File: src/rtl/uart_pkg.sv
// uart_pkg: shared UART parity constants, receiver FSM encoding and baud divisor helper
package uart_pkg;
  localparam int PARITY_NONE = 0;
  localparam int PARITY_ODD  = 1;
  localparam int PARITY_EVEN = 2;

  typedef enum logic [2:0] {ST_IDLE, ST_START, ST_DATA, ST_PARITY, ST_STOP} uart_state_e;

  function automatic int baud_div(input int clk_freq, input int baud_rate, input int oversample);
    return clk_freq / (baud_rate * oversample);
  endfunction
endpackage

File: src/rtl/uart_baud_tick.sv
// uart_baud_tick: free-running strobe, one clock-wide pulse every DIV clocks
module uart_baud_tick #(
  parameter int DIV = 325
) (
  input  logic clk_i,
  input  logic rst_ni,
  output logic tick_o
);
  localparam int W = DIV > 1 ? $clog2(DIV) : 1;

  logic [W-1:0] cnt_q, cnt_d;

  assign tick_o = cnt_q == W'(DIV - 1);
  assign cnt_d  = tick_o ? '0 : cnt_q + 1'b1;

  always_ff @(posedge clk_i or negedge rst_ni)
    if (!rst_ni) cnt_q <= '0;
    else cnt_q <= cnt_d;
endmodule

File: src/rtl/uart_rx_oversampled.sv
// uart_rx_oversampled: 16x-oversampled UART receiver with majority vote, parity/stop checks,
// one-entry valid/ready holding register and break-aware re-arming.
module uart_rx_oversampled
  import uart_pkg::*;
#(
  parameter int CLK_FREQ   = 50000000,
  parameter int BAUD_RATE  = 9600,
  parameter int OVERSAMPLE = 16,
  parameter int DATA_BITS  = 8,
  parameter int PARITY     = 0
) (
  input  logic                 clk,
  input  logic                 reset_n,
  input  logic                 rx,
  output logic [DATA_BITS-1:0] data_out,
  output logic                 data_valid,
  input  logic                 data_ready,
  output logic                 parity_err,
  output logic                 frame_err,
  output logic                 overrun,
  output logic                 busy
);
  localparam int DIV = baud_div(CLK_FREQ, BAUD_RATE, OVERSAMPLE);
  localparam int CW  = $clog2(OVERSAMPLE);
  localparam int BW  = $clog2(DATA_BITS);

  logic [1:0]           sync_q;
  logic                 rx_s, tick, start, decide, stop_dec, bit_v, par_exp;
  uart_state_e          state_q, state_d;
  logic [CW-1:0]        cnt_q, hi_q;
  logic [1:0]           vote_q;
  logic [BW-1:0]        bit_q;
  logic [DATA_BITS-1:0] sh_q, dout_q;
  logic                 par_q, armed_q;
  logic                 commit_q, cperr_q, cferr_q;
  logic                 dv_q, perr_q, ferr_q, ovr_q;

  uart_baud_tick #(.DIV(DIV)) u_tick (
    .clk_i (clk),
    .rst_ni(reset_n),
    .tick_o(tick)
  );

  assign rx_s     = sync_q[1];
  assign start    = state_q == ST_IDLE && armed_q && !rx_s;
  assign decide   = tick && cnt_q == CW'(OVERSAMPLE / 2 + 1);
  assign stop_dec = decide && state_q == ST_STOP;
  assign bit_v    = (vote_q[0] & vote_q[1]) | (vote_q[0] & rx_s) | (vote_q[1] & rx_s);
  assign par_exp  = PARITY == PARITY_ODD ? ~^sh_q : ^sh_q;

  always_ff @(posedge clk or negedge reset_n)
    if (!reset_n) state_q <= ST_IDLE;
    else state_q <= state_d;

  always_comb begin
    state_d = state_q;
    case (state_q)
      ST_IDLE:   state_d = start ? ST_START : ST_IDLE;
      ST_START:  if (decide) state_d = bit_v ? ST_IDLE : ST_DATA;
      ST_DATA:   if (decide && bit_q == BW'(DATA_BITS - 1))
                   state_d = PARITY != PARITY_NONE ? ST_PARITY : ST_STOP;
      ST_PARITY: if (decide) state_d = ST_STOP;
      ST_STOP:   if (decide) state_d = ST_IDLE;
      default:   state_d = ST_IDLE;
    endcase
  end

  always_comb busy = state_q != ST_IDLE;

  // Sample counter restarts on start detect so mid-bit lands OVERSAMPLE/2 ticks after the edge
  always_ff @(posedge clk or negedge reset_n)
    if (!reset_n) begin
      sync_q   <= 2'b11;
      cnt_q    <= '0;
      vote_q   <= 2'b11;
      bit_q    <= '0;
      sh_q     <= '0;
      par_q    <= 1'b0;
      commit_q <= 1'b0;
      cperr_q  <= 1'b0;
      cferr_q  <= 1'b0;
    end else begin
      sync_q   <= {sync_q[0], rx};
      commit_q <= stop_dec;
      if (start) cnt_q <= '0;
      else if (tick) cnt_q <= cnt_q == CW'(OVERSAMPLE - 1) ? '0 : cnt_q + 1'b1;
      if (tick && cnt_q == CW'(OVERSAMPLE / 2 - 1)) vote_q[0] <= rx_s;
      if (tick && cnt_q == CW'(OVERSAMPLE / 2)) vote_q[1] <= rx_s;
      if (start) bit_q <= '0;
      else if (decide && state_q == ST_DATA) bit_q <= bit_q + 1'b1;
      if (decide && state_q == ST_DATA) sh_q <= {bit_v, sh_q[DATA_BITS-1:1]};
      if (decide && state_q == ST_PARITY) par_q <= bit_v;
      if (stop_dec) begin
        cferr_q <= ~bit_v;
        cperr_q <= PARITY != PARITY_NONE && par_q != par_exp;
      end
    end

  // A low stop bit disarms start detection until the line has idled high for a bit time
  always_ff @(posedge clk or negedge reset_n)
    if (!reset_n) begin
      armed_q <= 1'b0;
      hi_q    <= '0;
    end else if (stop_dec && !bit_v) begin
      armed_q <= 1'b0;
      hi_q    <= '0;
    end else if (!armed_q) begin
      if (!rx_s) hi_q <= '0;
      else if (tick) begin
        armed_q <= hi_q == CW'(OVERSAMPLE - 1);
        hi_q    <= hi_q == CW'(OVERSAMPLE - 1) ? '0 : hi_q + 1'b1;
      end
    end

  always_ff @(posedge clk or negedge reset_n)
    if (!reset_n) begin
      dv_q   <= 1'b0;
      dout_q <= '0;
      perr_q <= 1'b0;
      ferr_q <= 1'b0;
      ovr_q  <= 1'b0;
    end else begin
      ovr_q <= commit_q && dv_q && !data_ready;
      if (commit_q && (!dv_q || data_ready)) begin
        dv_q   <= 1'b1;
        dout_q <= sh_q;
        perr_q <= cperr_q;
        ferr_q <= cferr_q;
      end else if (dv_q && data_ready) dv_q <= 1'b0;
    end

  assign data_out   = dout_q;
  assign data_valid = dv_q;
  assign parity_err = perr_q;
  assign frame_err  = ferr_q;
  assign overrun    = ovr_q;
endmodule

File: config.mk
export PLATFORM = sky130hd
export DESIGN_NAME = uart_rx_oversampled
export DESIGN_NICKNAME = d
export VERILOG_FILES = /design/src/rtl/uart_pkg.sv /design/src/rtl/uart_baud_tick.sv /design/src/rtl/uart_rx_oversampled.sv
export SDC_FILE = /design/constraint.sdc
export NUM_CORES = 1
export LEC_CHECK = 0
export CORE_MARGIN = 2
export CORE_UTILIZATION = 52
export DETAILED_ROUTE_END_ITERATION = 10
export HOLD_SLACK_MARGIN = 0.03
export PLACE_DENSITY = 0.75
export REMOVE_ABC_BUFFERS = 1
export SLEW_MARGIN = 20
export SYNTH_ARGS = -nofsm -noshare
export SYNTH_HDL_FRONTEND = slang
export SYNTH_SLANG_ARGS = --single-unit
File: constraint.sdc
create_clock -name clk -period 1.9 [get_ports clk]
set_clock_uncertainty 0.15 [all_clocks]
set_input_delay 0.285 -clock clk [delete_from_list [all_inputs] [get_ports clk]]
set_output_delay 0.285 -clock clk [all_outputs]
set_load 0.05 [all_outputs]
==> results.txt <==
First-pass GRT wire length - 7203 µm
RSZ-0062 raised after global routing - yes
Dpl ws - -0.09732 ns
Num CTS Buffers - 5
Fin worst setup slack - -0.01562 ns
Post-Synth Adder-Cell Area - 4.938%
Synth Area in Simple Gates - 17.45%
CP peak stage delay - 0.39 ns
Status - finished with violations
Main combinational cell family by area after synthesis - simple AND/OR/NAND/NOR gates
Sequential area share after synthesis - 55.22%
Clock slew at reported path FFs - 0.08 ns
Fill count - 296
Synth cell types - 42
HPWL after DPL - 2768 µm
Die Area - 4827 µm²
Largest net degree at the start of global routing - 50
Vias - 1542
CTS tree - yes
Count of input and output buffers - 15
Syn_area_per_cell - 11.67 µm²
Post-synth EDFFs - 0
Yosys reg bits - 49
CTS max path bufs - 2
Gpl congestion - 0.8034
Worst Hold Class - reg2reg
Initial antenna violation count - 0
Most common cell in the netlist - dfrtp_1
Critical Path Start - u_tick.cnt_q[0]
Routed Wire Length - 4029 µm
Total track usage - 18.85%
Peak supply drop - 0.3470 mV
Worst path arrival time - 2.00 ns
Die Span X - 69.48 µm
Metal3 WL - 165 µm
Tcrit/Tclk final - 100.8%
GRT overflow - 0
YS warnings - 0
Setup violators final - 2
Worst slew margin - 66.19%
Synth area leaders - dfrtp_1 (51%), mux2_2 (8.6%), dfstp_2 (4.7%)
Layout cells sized above 1 - 33.19%
Hold path start - sync_q[0]
Core area - 4058 µm²
Row count - 23
Post-route antenna net violation count - 0
Syn Inst Count - 191
Post-route minimum period - 1.916 ns
Failing checks - negative setup slack
Routed met1 length - 1806 µm
Diodes inserted - 0
Fin Setup TNS - -0.01981 ns
Remaining DRCs - 0
Top cells by instance count after synthesis - dfrtp_1 (45), mux2_2 (17), nand2_1 (16), nor2_1 (14), nand3_1 (9)
CP cell instances - inv_1 -> ha_1 -> and4b_2 -> nand3_2 -> or3b_4 -> mux2_4
Critical Path Start Type - flop
Initial Util - 54.95%
Die height - 69.48 µm
DR top layer - met4
Top FF cell, synth - dfrtp_1
Post-route insts no fill - 282
Dominant cell type by area after synthesis - dfrtp_1
Slowest stage cell, crit path - dfrtp_1
Compound-Gate Fraction of Synth Area - 5.668%
CP Capture Type - flop
1st-iter DRT viols - 65
PwrDens - 649.2 nW/µm²
Worst-path maximum fanout - 7
Nets - 243
Clk_lat worst skew - 0.30 ns
Critical Path RT - 1.99 ns
Setup CP Type - reg2reg
DR pass1 iterations - 4
Multiplexer area fraction after synthesis - 10.61%
Placed Instances - 268
Async set-or-reset flop fraction in the synthesized netlist - 100.0%
Ports - 17
Detail Route met2 WL - 1981 µm
P_leak - 0.001339 µW
Clock sink total - 49
Cell area after synthesis - 2230 µm²
Xor/xnor cell area share of the yosys netlist - 3.535%
Avg WL per Cell - 14.29 µm
Core Util, Final - 66.39%
Worst flop-to-flop path startpoint - u_tick.cnt_q[0]
Root buf cell - clkbuf_8
F_max - 522.0 MHz
Hold Fails Final Rpt - 0
Post-synth top area share - 50.51%
Max Cap Viol - 0
Vias/cell - 5.468
Worst slew pin tran - 0.5063 ns
Vias in the first global route - 1627
Htree depth - 2
Max Slew Vio Count - 0
Area growth, synth to finish - 20.82%
metal layers:
| metal | vias up | track usage (%) |
|---|---|---|
| li1 | 744 | - |
| met1 | 765 | 22.17 |
| met2 | 26 | 31.62 |
| met3 | 7 | 5.814 |
| met4 | 0 | 8.497 |
| met5 | - | 0 |
critical path: cells and delay by family, from the launching register on:
family	cells	cell delay, ns
and+or+nand+nor	3	0.78
DFF	1	0.39
muxes	1	0.30
adders and majority gates	1	0.14
buffers and inverters	1	0.08
layout by cell type, fill, tap and decap left out, drive strengths merged, types with 2 or more instances in the layout:
cell           count
a21oi              8
a2bb2oi            2
a31oi              3
and2               3
and3               4
and3b              2
buf               35
clkbuf             7
clkdlybuf4s50      2
dfrtp             45
dfstp              4
ha                 8
inv                6
mux2              18
mux2i              3
nand2             16
nand2b             3
nand3              9
nand4b             2
nor2              14
nor3               2
nor3b              3
o21ai              7
or3                2
or4                3
xnor2              3
xor2               6
stage by stage:
step           power [µW]  hold WS, ns  area, µm²
6_report             1749       0.2099       2694
2_1_floorplan        1077      -0.1606       2198
3_3_place_gp         1106       0.1330       2526
5_1_grt              1823       0.2136       2694
3_5_place_dp         1108       0.1388       2526
4_1_cts              1771       0.2108       2666
state kept, by name (all words and copies together) (netlist names), 2 cells and up:
name / cells
bit_q: 3
cnt_q: 4
hi_q: 4
data_out: 8
u_tick.cnt_q: 9
state_q: 3
vote_q: 2
sync_q: 2
sh_q: 8
cells by family (layout without fill, tap and decap cells):
kind of cell	Yosys count	after routing
XOR/XNOR	9	9
other	1	1
AO/OA/AOI/OAI	22	22
buffers and inverters	12	53
multiplexers	21	21
AND/OR/NAND/NOR	68	68
flip-flops	49	49
adder cells (fa/ha/maj)	9	9
layout make-up:
type                    count  area [µm²]  share of cell area (%)
multi-input cells         130       957.2                   35.53
repair buffers             39       319.1                   11.84
flip-flops and latches     49        1231                   45.70
well taps                  50       62.56                   2.322
clock buffers               7       96.34                   3.576
inverters                   6       22.52                  0.8360
clock inverters             1       5.005                  0.1858
power by group:
| group | leakage [µW] | internal, µW | switching, µW |
|---|---|---|---|
| logic | 0.000629 | 12.2 | 25.2 |
| registers | 0.000656 | 1050 | 3.85 |
| clock network | 0.0000542 | 329 | 332 |
worst paths after layout:
path                       depth (start not counted)  slack, ns          end
max                                                6      -0.02    vote_q[0]
min                                                0       0.21    sync_q[1]
max reg2reg                                        6      -0.02    vote_q[0]
min reg2reg                                        0       0.21    sync_q[1]
max in group asynchronous                          3       0.98    sync_q[1]
min in group asynchronous                          3       0.33  data_out[0]
repair_timing:
item	CTS	global route
buffers inserted	3	2
hold buffers	1	0
setup endpoints to repair	8	10
pin swaps	3	3
endpoints found under the hold margin	45	0
gates resized for setup	3	6
No activity file was read; power rests on OpenSTA's default activity.
